<file path="src/rtl/lv1_lv2_bus_pkg.sv">
// Shared L1/L2 bus definitions: bus operation codes, the per-core bus master
// state type and the packed command word buffered by each master.
package lv1_lv2_bus_pkg;

  // Widths of the buffered command fields. Masters with narrower buses
  // zero-extend into these fields and truncate on the way out.
  localparam int unsigned BUS_ADDR_W = 32;
  localparam int unsigned BUS_DATA_W = 32;

  typedef enum logic [1:0] {
    BUS_RD  = 2'd0,
    BUS_RDX = 2'd1,
    BUS_INV = 2'd2,
    BUS_WB  = 2'd3
  } bus_op_t;

  typedef enum logic [1:0] {
    IDLE,
    REQ,
    XFER,
    RELEASE
  } lv1_bus_state_t;

  typedef struct packed {
    bus_op_t                 op;
    logic [BUS_ADDR_W-1:0]   addr;
    logic [BUS_DATA_W-1:0]   wdata;
  } bus_cmd_t;

endpackage

</file>
<file path="src/rtl/lv1_bus_master_if.sv">
// Signal bundle between one L1 cache controller, its bus master and the
// L1/L2 bus / arbiter.
//   command side : cmd_valid/cmd_ready handshake, cmd_op, cmd_addr, cmd_wdata
//   response side: rsp_valid pulse, rsp_data, rsp_shared
//   arbiter      : bus_lv1_lv2_req_proc (out), bus_lv1_lv2_gnt_proc (in)
//   shared bus   : bus_drive_en, bus_op_out, bus_addr_out, bus_data_out,
//                  bus_done, bus_rdata, bus_shared
//   errors       : err_gnt_timeout, err_gnt_lost (sticky)
// modport master = the bus master's view, modport slave = its environment.
interface lv1_bus_master_if
  import lv1_lv2_bus_pkg::*;
#(
  parameter int unsigned ADDR_W = 32,
  parameter int unsigned DATA_W = 32
);

  logic              cmd_valid;
  logic              cmd_ready;
  bus_op_t           cmd_op;
  logic [ADDR_W-1:0] cmd_addr;
  logic [DATA_W-1:0] cmd_wdata;
  logic              rsp_valid;
  logic [DATA_W-1:0] rsp_data;
  logic              rsp_shared;
  logic              bus_lv1_lv2_req_proc;
  logic              bus_lv1_lv2_gnt_proc;
  logic              bus_drive_en;
  bus_op_t           bus_op_out;
  logic [ADDR_W-1:0] bus_addr_out;
  logic [DATA_W-1:0] bus_data_out;
  logic              bus_done;
  logic [DATA_W-1:0] bus_rdata;
  logic              bus_shared;
  logic              err_gnt_timeout;
  logic              err_gnt_lost;

  modport master (
    input  cmd_valid, cmd_op, cmd_addr, cmd_wdata,
           bus_lv1_lv2_gnt_proc, bus_done, bus_rdata, bus_shared,
    output cmd_ready, rsp_valid, rsp_data, rsp_shared,
           bus_lv1_lv2_req_proc, bus_drive_en, bus_op_out, bus_addr_out,
           bus_data_out, err_gnt_timeout, err_gnt_lost
  );

  modport slave (
    output cmd_valid, cmd_op, cmd_addr, cmd_wdata,
           bus_lv1_lv2_gnt_proc, bus_done, bus_rdata, bus_shared,
    input  cmd_ready, rsp_valid, rsp_data, rsp_shared,
           bus_lv1_lv2_req_proc, bus_drive_en, bus_op_out, bus_addr_out,
           bus_data_out, err_gnt_timeout, err_gnt_lost
  );

endinterface

</file>
<file path="src/rtl/lv1_bus_cmd_fifo.sv">
// Synchronous FIFO of bus command words.
//   clk, rst     : clock, synchronous active-high reset (empties the FIFO)
//   push, wdata  : write a command (ignored when full)
//   pop          : drop the head entry (ignored when empty)
//   head         : current head entry, valid while !empty
//   full, empty  : occupancy flags
module lv1_bus_cmd_fifo
  import lv1_lv2_bus_pkg::*;
#(
  parameter int unsigned DEPTH = 2
) (
  input  logic     clk,
  input  logic     rst,
  input  logic     push,
  input  logic     pop,
  input  bus_cmd_t wdata,
  output bus_cmd_t head,
  output logic     full,
  output logic     empty
);

  localparam int unsigned PTR_W = $clog2(DEPTH);

  bus_cmd_t         mem [DEPTH];
  // One extra wrap bit distinguishes full from empty.
  logic [PTR_W:0]   wr_ptr;
  logic [PTR_W:0]   rd_ptr;

  always_ff @(posedge clk) begin
    if (push && !full) begin
      mem[wr_ptr[PTR_W-1:0]] <= wdata;
    end
  end

  always_ff @(posedge clk) begin
    if (rst) begin
      wr_ptr <= '0;
      rd_ptr <= '0;
    end else begin
      if (push && !full) begin
        wr_ptr <= wr_ptr + 1'b1;
      end
      if (pop && !empty) begin
        rd_ptr <= rd_ptr + 1'b1;
      end
    end
  end

  assign head  = mem[rd_ptr[PTR_W-1:0]];
  assign empty = (wr_ptr == rd_ptr);
  assign full  = (wr_ptr[PTR_W] != rd_ptr[PTR_W]) &&
                 (wr_ptr[PTR_W-1:0] == rd_ptr[PTR_W-1:0]);

endmodule

</file>
<file path="src/rtl/lv1_bus_master.sv">
// Per-core L1 bus master. Buffers commands from the L1 controller, requests
// the L1/L2 bus from the arbiter, drives the head command while granted,
// returns the response and then drops the request for MIN_GAP cycles so the
// arbiter can re-arbitrate.
//   clk, rst : clock, synchronous active-high reset
//   bus      : lv1_bus_master_if.master (command, response, arbiter, bus,
//              error signals)
module lv1_bus_master
  import lv1_lv2_bus_pkg::*;
#(
  parameter int unsigned ADDR_W      = 32,
  parameter int unsigned DATA_W      = 32,
  parameter int unsigned FIFO_DEPTH  = 2,
  parameter int unsigned GNT_TIMEOUT = 64,
  parameter int unsigned MIN_GAP     = 1
) (
  input  logic                clk,
  input  logic                rst,
  lv1_bus_master_if.master    bus
);

  localparam int unsigned TO_W  = $clog2(GNT_TIMEOUT + 1);
  localparam int unsigned GAP_W = $clog2(MIN_GAP + 1);

  lv1_bus_state_t    state;
  lv1_bus_state_t    state_next;
  logic [TO_W-1:0]   to_cnt;
  logic [GAP_W-1:0]  gap_cnt;

  bus_cmd_t          cmd_in;
  bus_cmd_t          head;
  logic              fifo_full;
  logic              fifo_empty;
  logic              push;
  logic              done_xfer;
  logic              lost_xfer;
  logic              gap_done;
  logic              to_hit;
  logic              req;
  logic              drive;

  logic              rsp_valid_q;
  logic [DATA_W-1:0] rsp_data_q;
  logic              rsp_shared_q;
  logic              err_to_q;
  logic              err_lost_q;

  assign cmd_in = '{op:    bus.cmd_op,
                    addr:  BUS_ADDR_W'(bus.cmd_addr),
                    wdata: BUS_DATA_W'(bus.cmd_wdata)};
  assign push   = bus.cmd_valid && !fifo_full;

  lv1_bus_cmd_fifo #(
    .DEPTH (FIFO_DEPTH)
  ) u_fifo (
    .clk   (clk),
    .rst   (rst),
    .push  (push),
    .pop   (done_xfer),
    .wdata (cmd_in),
    .head  (head),
    .full  (fifo_full),
    .empty (fifo_empty)
  );

  // done wins over a simultaneous grant drop: the transaction completed.
  assign done_xfer = (state == XFER) && bus.bus_done;
  assign lost_xfer = (state == XFER) && !bus.bus_done && !bus.bus_lv1_lv2_gnt_proc;
  assign gap_done  = (gap_cnt == GAP_W'(MIN_GAP - 1));
  assign to_hit    = (state == REQ) && !bus.bus_lv1_lv2_gnt_proc &&
                     (to_cnt == TO_W'(GNT_TIMEOUT - 1));

  always_comb begin
    state_next = state;
    req        = 1'b0;
    drive      = 1'b0;
    unique case (state)
      IDLE: begin
        if (!fifo_empty) state_next = REQ;
      end
      REQ: begin
        req = 1'b1;
        if (bus.bus_lv1_lv2_gnt_proc) state_next = XFER;
      end
      XFER: begin
        req   = 1'b1;
        drive = 1'b1;
        if (bus.bus_done || !bus.bus_lv1_lv2_gnt_proc) state_next = RELEASE;
      end
      RELEASE: begin
        // fifo_empty already reflects the pop done on entry.
        if (gap_done) state_next = fifo_empty ? IDLE : REQ;
      end
      default: state_next = IDLE;
    endcase
  end

  always_ff @(posedge clk) begin
    if (rst) begin
      state        <= IDLE;
      to_cnt       <= '0;
      gap_cnt      <= '0;
      rsp_valid_q  <= 1'b0;
      rsp_data_q   <= '0;
      rsp_shared_q <= 1'b0;
      err_to_q     <= 1'b0;
      err_lost_q   <= 1'b0;
    end else begin
      state       <= state_next;
      rsp_valid_q <= done_xfer;
      if (done_xfer) begin
        rsp_data_q   <= bus.bus_rdata;
        rsp_shared_q <= bus.bus_shared;
      end
      if (to_hit)    err_to_q   <= 1'b1;
      if (lost_xfer) err_lost_q <= 1'b1;

      // Counts edges spent waiting in REQ; saturates so the flag stays set
      // and the request is never withdrawn.
      if ((state == REQ) && (state_next == REQ)) begin
        if (to_cnt != TO_W'(GNT_TIMEOUT)) to_cnt <= to_cnt + 1'b1;
      end else begin
        to_cnt <= '0;
      end

      if ((state == RELEASE) && !gap_done) begin
        gap_cnt <= gap_cnt + 1'b1;
      end else begin
        gap_cnt <= '0;
      end
    end
  end

  assign bus.cmd_ready            = !fifo_full;
  assign bus.rsp_valid            = rsp_valid_q;
  assign bus.rsp_data             = rsp_data_q;
  assign bus.rsp_shared           = rsp_shared_q;
  assign bus.bus_lv1_lv2_req_proc = req;
  assign bus.bus_drive_en         = drive;
  assign bus.bus_op_out           = drive ? head.op : BUS_RD;
  assign bus.bus_addr_out         = drive ? head.addr[ADDR_W-1:0] : '0;
  assign bus.bus_data_out         = drive ? head.wdata[DATA_W-1:0] : '0;
  assign bus.err_gnt_timeout      = err_to_q;
  assign bus.err_gnt_lost         = err_lost_q;

endmodule
</file>
<file path="src/flat_wrapper.sv">
// flat-port wrapper written by rule: the top's interface ports become plain ports
module lv1_bus_master_flat import lv1_lv2_bus_pkg::*;
#(
  parameter int unsigned ADDR_W      = 32,
  parameter int unsigned DATA_W      = 32,
  parameter int unsigned FIFO_DEPTH  = 2,
  parameter int unsigned GNT_TIMEOUT = 64,
  parameter int unsigned MIN_GAP     = 1
)
  (clk, rst, bus_cmd_valid, bus_cmd_op, bus_cmd_addr, bus_cmd_wdata, bus_bus_lv1_lv2_gnt_proc, bus_bus_done, bus_bus_rdata, bus_bus_shared, bus_cmd_ready, bus_rsp_valid, bus_rsp_data, bus_rsp_shared, bus_bus_lv1_lv2_req_proc, bus_bus_drive_en, bus_bus_op_out, bus_bus_addr_out, bus_bus_data_out, bus_err_gnt_timeout, bus_err_gnt_lost);
  lv1_bus_master_if #(.ADDR_W(ADDR_W), .DATA_W(DATA_W)) bus_i ();
  input  logic clk;
  input  logic rst;
  input wire logic [$bits(bus_i.cmd_valid)-1:0] bus_cmd_valid;
  input wire logic [$bits(bus_i.cmd_op)-1:0] bus_cmd_op;
  input wire logic [$bits(bus_i.cmd_addr)-1:0] bus_cmd_addr;
  input wire logic [$bits(bus_i.cmd_wdata)-1:0] bus_cmd_wdata;
  input wire logic [$bits(bus_i.bus_lv1_lv2_gnt_proc)-1:0] bus_bus_lv1_lv2_gnt_proc;
  input wire logic [$bits(bus_i.bus_done)-1:0] bus_bus_done;
  input wire logic [$bits(bus_i.bus_rdata)-1:0] bus_bus_rdata;
  input wire logic [$bits(bus_i.bus_shared)-1:0] bus_bus_shared;
  output wire logic [$bits(bus_i.cmd_ready)-1:0] bus_cmd_ready;
  output wire logic [$bits(bus_i.rsp_valid)-1:0] bus_rsp_valid;
  output wire logic [$bits(bus_i.rsp_data)-1:0] bus_rsp_data;
  output wire logic [$bits(bus_i.rsp_shared)-1:0] bus_rsp_shared;
  output wire logic [$bits(bus_i.bus_lv1_lv2_req_proc)-1:0] bus_bus_lv1_lv2_req_proc;
  output wire logic [$bits(bus_i.bus_drive_en)-1:0] bus_bus_drive_en;
  output wire logic [$bits(bus_i.bus_op_out)-1:0] bus_bus_op_out;
  output wire logic [$bits(bus_i.bus_addr_out)-1:0] bus_bus_addr_out;
  output wire logic [$bits(bus_i.bus_data_out)-1:0] bus_bus_data_out;
  output wire logic [$bits(bus_i.err_gnt_timeout)-1:0] bus_err_gnt_timeout;
  output wire logic [$bits(bus_i.err_gnt_lost)-1:0] bus_err_gnt_lost;
  assign bus_i.cmd_valid = bus_cmd_valid;
  assign bus_i.cmd_op = bus_cmd_op;
  assign bus_i.cmd_addr = bus_cmd_addr;
  assign bus_i.cmd_wdata = bus_cmd_wdata;
  assign bus_i.bus_lv1_lv2_gnt_proc = bus_bus_lv1_lv2_gnt_proc;
  assign bus_i.bus_done = bus_bus_done;
  assign bus_i.bus_rdata = bus_bus_rdata;
  assign bus_i.bus_shared = bus_bus_shared;
  assign bus_cmd_ready = bus_i.cmd_ready;
  assign bus_rsp_valid = bus_i.rsp_valid;
  assign bus_rsp_data = bus_i.rsp_data;
  assign bus_rsp_shared = bus_i.rsp_shared;
  assign bus_bus_lv1_lv2_req_proc = bus_i.bus_lv1_lv2_req_proc;
  assign bus_bus_drive_en = bus_i.bus_drive_en;
  assign bus_bus_op_out = bus_i.bus_op_out;
  assign bus_bus_addr_out = bus_i.bus_addr_out;
  assign bus_bus_data_out = bus_i.bus_data_out;
  assign bus_err_gnt_timeout = bus_i.err_gnt_timeout;
  assign bus_err_gnt_lost = bus_i.err_gnt_lost;
  lv1_bus_master #(.ADDR_W(ADDR_W), .DATA_W(DATA_W), .FIFO_DEPTH(FIFO_DEPTH), .GNT_TIMEOUT(GNT_TIMEOUT), .MIN_GAP(MIN_GAP)) u_core (.clk(clk), .rst(rst), .bus(bus_i));
endmodule
</file>
<file path="config.mk">
export PLATFORM = sky130hd
export DESIGN_NAME = lv1_bus_master_flat
export DESIGN_NICKNAME = d
export VERILOG_FILES = /design/src/rtl/lv1_lv2_bus_pkg.sv /design/src/rtl/lv1_bus_master_if.sv /design/src/rtl/lv1_bus_cmd_fifo.sv /design/src/rtl/lv1_bus_master.sv /design/src/flat_wrapper.sv
export SDC_FILE = /design/constraint.sdc
export NUM_CORES = 1
export LEC_CHECK = 0
export BUFFER_PORTS_ARGS = -buffer_cell sky130_fd_sc_hd__buf_2
export CORE_AREA = 2 2 118 120
export CTS_BUF_LIST = sky130_fd_sc_hd__clkbuf_8
export DETAILED_ROUTE_END_ITERATION = 8
export DIE_AREA = 0 0 120 122
export PLACE_DENSITY = 0.88
export REMOVE_ABC_BUFFERS = 1
export SYNTH_ARGS = -nofsm -noshare
export SYNTH_HDL_FRONTEND = slang
export SYNTH_SLANG_ARGS = --single-unit
</file>
<file path="constraint.sdc">
create_clock -name clk -period 4.84 [get_ports clk]
set_input_delay 0.968 -clock clk [delete_from_list [all_inputs] [get_ports clk]]
set_output_delay 0.968 -clock clk [all_outputs]
set_load 0.05 [all_outputs]
</file>
==> flow_summary.html <==
<table>
<tr><th>Metric</th><th>Value</th></tr>
<tr><th colspan="2">Status</th></tr>
<tr><td>Run status</td><td>completed</td></tr>
<tr><th colspan="2">Synthesis</th></tr>
<tr><td>Main combinational cell family by area after synthesis</td><td>simple AND/OR/NAND/NOR gates</td></tr>
<tr><td>Number of different library cells in the post-synthesis netlist</td><td>35</td></tr>
<tr><td>Xor/xnor cell area share of the yosys netlist</td><td>0.0184</td></tr>
<tr><td>Per-instance average area after synthesis</td><td>13.3 um^2</td></tr>
<tr><td>Synthesized-area fraction occupied by adder cells</td><td>0.0107</td></tr>
<tr><td>Synthesized cell area</td><td>6990 um^2</td></tr>
<tr><td>Compound-cell area share of the yosys netlist</td><td>0.0415</td></tr>
<tr><td>Simple-gate share of the synthesized area</td><td>0.0965</td></tr>
<tr><td>Syn Inst Count</td><td>between 500 and 600</td></tr>
<tr><td>Yosys synthesis warning count</td><td>0</td></tr>
<tr><td>Sequential share of the synthesized area</td><td>0.713</td></tr>
<tr><td>Flop and latch count out of synthesis</td><td>~180</td></tr>
<tr><td>Multiplexer area fraction after synthesis</td><td>0.0959</td></tr>
<tr><th colspan="2">STA</th></tr>
<tr><td>Hold Fails Final Rpt</td><td>0</td></tr>
<tr><td>Maximum clock skew at final layout</td><td>approximately 10 ps</td></tr>
<tr><td>Pin slew with the least headroom to its limit</td><td>1100 ps</td></tr>
<tr><td>Slew Viols, Final</td><td>0</td></tr>
<tr><td>WHS</td><td>454 ps</td></tr>
<tr><td>Number of endpoints failing setup at the final stage</td><td>0</td></tr>
<tr><td>Setup total negative slack</td><td>0 ps</td></tr>
<tr><td>Relative slew slack</td><td>0.265</td></tr>
<tr><td>Period utilization</td><td>0.721</td></tr>
<tr><td>Min Tclk post-route</td><td>between 3000 and 4000 ps</td></tr>
<tr><td>RSZ-0062 raised after global routing</td><td>no</td></tr>
<tr><td>Peak Freq</td><td>about 0.29 GHz</td></tr>
<tr><th colspan="2">CTS</th></tr>
<tr><td>Clock network latency to the later pin of the worst-skew pair</td><td>around 450 ps</td></tr>
<tr><td>Maximum number of buffers from clock root to sink</td><td>2</td></tr>
<tr><td>Number of sinks handled by clock tree synthesis</td><td>183</td></tr>
<tr><td>Number of buffers added for setup after CTS</td><td>0</td></tr>
<tr><td>Clock root buffer</td><td>clkbuf_8</td></tr>
<tr><td>Clock tree from TritonCTS</td><td>done</td></tr>
<tr><td>Number of instances resized during post-cts repair</td><td>0</td></tr>
<tr><td>Clock slew seen by the registers of the worst setup and hold paths</td><td>roughly 90 ps</td></tr>
<tr><td>Number of hold buffers added after cts</td><td>0</td></tr>
<tr><td>Num CTS Buffers</td><td>17</td></tr>
<tr><td>Number of H-tree branching levels</td><td>4</td></tr>
<tr><th colspan="2">Worst setup path</th></tr>
<tr><td>Critical path start-end classification</td><td>flip-flop to output pin</td></tr>
<tr><td>Startpoint of the worst setup timing path</td><td>u_core.state[0]</td></tr>
<tr><td>Register-to-register path setup slack</td><td>2370 ps</td></tr>
<tr><td>Critical path data required time</td><td>3870 ps</td></tr>
<tr><td>Startpoint kind of the worst setup timing path</td><td>flip-flop</td></tr>
<tr><td>Worst reg2reg path depth</td><td>4</td></tr>
<tr><td>Critical path endpoint</td><td>bus_bus_addr_out[18]</td></tr>
<tr><td>Launch instance of the worst register-to-register path</td><td>u_core.u_fifo.wr_ptr[1]</td></tr>
<tr><td>Critical path arrival</td><td>2520 ps</td></tr>
<tr><td>Type of destination of the critical path</td><td>output pin</td></tr>
<tr><td>Worst flop-to-flop path endpoint</td><td>u_core.u_fifo.mem[0][39]</td></tr>
<tr><td>Maximum fanout along the worst path</td><td>36</td></tr>
<tr><th colspan="2">Detailed routing</th></tr>
<tr><td>Total routed wirelength</td><td>roughly 14,000 um</td></tr>
<tr><td>Number of routed nets with antenna violations</td><td>0</td></tr>
<tr><td>Post-route DRC</td><td>0</td></tr>
<tr><td>Number of vias after detailed routing</td><td>4,641</td></tr>
<tr><td>Routed wire length per instance</td><td>approximately 15 um</td></tr>
<tr><td>Average vias per placed instance</td><td>slightly above 5</td></tr>
<tr><td>1st-pass router iterations</td><td>4</td></tr>
<tr><td>Detailed Route Iter0 Violations</td><td>243</td></tr>
<tr><th colspan="2">Final layout</th></tr>
<tr><td>Finished Core Util</td><td>0.633</td></tr>
<tr><td>Final design instance area without fill</td><td>roughly 8500 um^2</td></tr>
<tr><td>Fill cells</td><td>1,019</td></tr>
<tr><td>Share of cells above drive strength 1</td><td>0.341</td></tr>
<tr><td>Growth of design area from synthesis to finish</td><td>22.3%</td></tr>
<tr><td>Net count reported at finish</td><td>837</td></tr>
<tr><td>Antenna diode count</td><td>0</td></tr>
<tr><th colspan="2">Place</th></tr>
<tr><td>HPWL reported at the end of detailed placement</td><td>a little under 10,000 um</td></tr>
<tr><td>Routability cong.</td><td>0.769</td></tr>
<tr><td>Area after detailed placement</td><td>slightly above 8000 um^2</td></tr>
<tr><td>Number of buffers added on ports</td><td>between 200 and 250</td></tr>
<tr><th colspan="2">Global routing</th></tr>
<tr><td>Largest net degree at the start of global routing</td><td>55</td></tr>
<tr><td>GRT Util Overall</td><td>0.191</td></tr>
<tr><td>Global route total overflow</td><td>0</td></tr>
<tr><td>First-pass GRT wire length</td><td>21,000 um</td></tr>
<tr><td>Initial antenna violation count</td><td>0</td></tr>
<tr><td>Vias in the first global route</td><td>about 4.4k</td></tr>
<tr><th colspan="2">Floorplanning</th></tr>
<tr><td>Count of standard-cell rows</td><td>43</td></tr>
<tr><td>Placeable Area</td><td>approximately 14,000 um^2</td></tr>
<tr><td>Die X</td><td>between 100 and 150 um</td></tr>
<tr><td>Initial cell density of the core</td><td>0.518</td></tr>
<tr><td>Die outline area</td><td>between 10,000 and 15,000 um^2</td></tr>
<tr><td>Die Ht</td><td>122 um</td></tr>
<tr><td>IO Count</td><td>roughly 210</td></tr>
<tr><th colspan="2">Power and ir drop</th></tr>
<tr><td>Worst supply voltage drop on vdd</td><td>approximately 0.00028 V</td></tr>
<tr><td>Static leakage</td><td>3.33 nW</td></tr>
<tr><td>Power per Cell Area</td><td>between 400 and 500 nW/um^2</td></tr>
<tr><td>Design Power</td><td>4.02 mW</td></tr>
<tr><th colspan="2">Hold path</th></tr>
<tr><td>Cell depth of the worst hold path</td><td>2</td></tr>
<tr><td>Type of the worst min-delay path</td><td>flip-flop to flip-flop</td></tr>
<tr><th colspan="2">Flow run</th></tr>
<tr><td>Total of max-cap violations</td><td>0</td></tr>
</table>
## placed cells by master (no fill, tap or decap), types with 2 or more instances in the layout
| master | n |
|---|---|
| nand2_1 | 70 |
| buf_4 | 4 |
| buf_2 | 208 |
| xnor2_2 | 2 |
| dfxtp_1 | 50 |
| a21oi_1 | 37 |
| inv_1 | 7 |
| o21ai_0 | 3 |
| inv_6 | 2 |
| clkinvlp_4 | 4 |
| xnor2_1 | 5 |
| bufinv_16 | 2 |
| a211oi_1 | 3 |
| edfxtp_1 | 132 |
| nor2_1 | 78 |
| inv_2 | 2 |
| nor4_1 | 8 |
| nand3_1 | 4 |
| mux2i_1 | 67 |
| ha_1 | 6 |
| xor2_1 | 6 |
| clkbuf_8 | 17 |
## layer usage
metal | up-vias | global-route usage | share of wire
li1 | 2248 | - | -
met1 | 2167 | 0.208 | 0.39
met2 | 204 | 0.337 | 0.50
met3 | 22 | 0.0684 | 0.093
met4 | 0 | 0.0779 | 0.017
met5 | - | 0 | 0
## worst min-delay path by stage
stage | start | endpoint | slack (ps)
2_1_floorplan | u_core.state[1] | u_core.state[1] | 490
3_3_place_gp | u_core.bus.rsp_data[30] | u_core.bus.rsp_data[30] | 440
3_5_place_dp | u_core.bus.rsp_data[30] | u_core.bus.rsp_data[30] | 440
4_1_cts | u_core.bus.rsp_data[30] | u_core.bus.rsp_data[30] | 460
5_1_grt | u_core.bus.rsp_data[21] | u_core.bus.rsp_data[21] | 480
6_report | u_core.bus.rsp_data[30] | u_core.bus.rsp_data[30] | 450
## per-stage QoR
stage | setup WS, ps | instances
2_1_floorplan | 485 | 495
5_1_grt | 1160 | 918
4_1_cts | 1300 | 918
3_5_place_dp | 1840 | 888
6_report | 1350 | 918
3_3_place_gp | 1930 | 888
## synth_stat cells
cell type,count,area share
xnor2_1,5,0.0063
nor3_1,1,0.00072
buf_2,9,0.0064
clkbuf_1,11,0.0059
nor2_1,79,0.042
a2bb2oi_2,1,0.0021
a21oi_2,1,0.0013
dfxtp_1,51,0.15
nand3_1,4,0.0029
inv_1,7,0.0038
clkbuf_2,1,0.00072
o21bai_1,1,0.0011
nor4b_1,1,0.0013
o211ai_1,1,0.0011
nor2b_1,1,0.00090
a31oi_1,1,0.00090
a211oi_2,1,0.0018
conb_1,1,0.00054
mux2i_1,67,0.096
nand2b_1,1,0.00090
xor2_1,6,0.0075
xnor2_2,2,0.0047
nand2_1,70,0.038
o21ba_2,1,0.0014
nand2_2,1,0.00090
edfxtp_1,132,0.57
and2_1,1,0.00090
and3_1,1,0.00090
nor4_1,8,0.0072
buf_1,6,0.0032
a21oi_1,37,0.026
buf_4,3,0.0032
ha_1,6,0.011
o21ai_0,3,0.0021
a211oi_1,3,0.0032
## power by group
group          switching [mW]  internal, mW
sequential             0.0660          1.83
clock                   0.510         0.449
combinational           0.890         0.275
## registers in the layout, summed over array words and instances (netlist names), named ones only
signal,flops
u_core.u_fifo.mem,132
u_core.bus.rsp_data,32
u_core.to_cnt,7
u_core.state,2
u_core.u_fifo.rd_ptr,2
u_core.u_fifo.wr_ptr,2
u_core.bus.err_gnt_lost,1
u_core.bus.err_gnt_timeout,1
u_core.bus.rsp_shared,1
u_core.bus.rsp_valid,1
u_core.gap_cnt,1
## logic make-up (layout without fill, tap and decap cells)
| logic type | Yosys count | count (layout) |
|---|---|---|
| XOR/XNOR | 13 | 13 |
| AND/OR/NAND/NOR | 168 | 168 |
| adder cells (fa/ha/maj) | 6 | 6 |
| AO/OA/AOI/OAI | 50 | 50 |
| buffers and inverters | 37 | 250 |
| multiplexers | 67 | 67 |
| other | 1 | 1 |
| flip-flops | 183 | 183 |
## critical path: stages (launching register included)
cell     delay (ps)
dfxtp_1         390
inv_1           100
ha_1            320
inv_2           500
buf_4           420
nor2_1           90
buf_2           220
## final cells by class
cell class | count | area (um^2) | area share
Timing Repair Buffer | 213 | 1090 | 0.128
Inverter | 7 | 26.3 | 0.00307
Multi-Input combinational cell | 305 | 1850 | 0.216
Clock buffer | 17 | 234 | 0.0274
Tap cell | 180 | 225 | 0.0263
Sequential cell | 183 | 4990 | 0.583
Clock inverter | 13 | 134 | 0.0157
(Power assumes the default switching activity.)
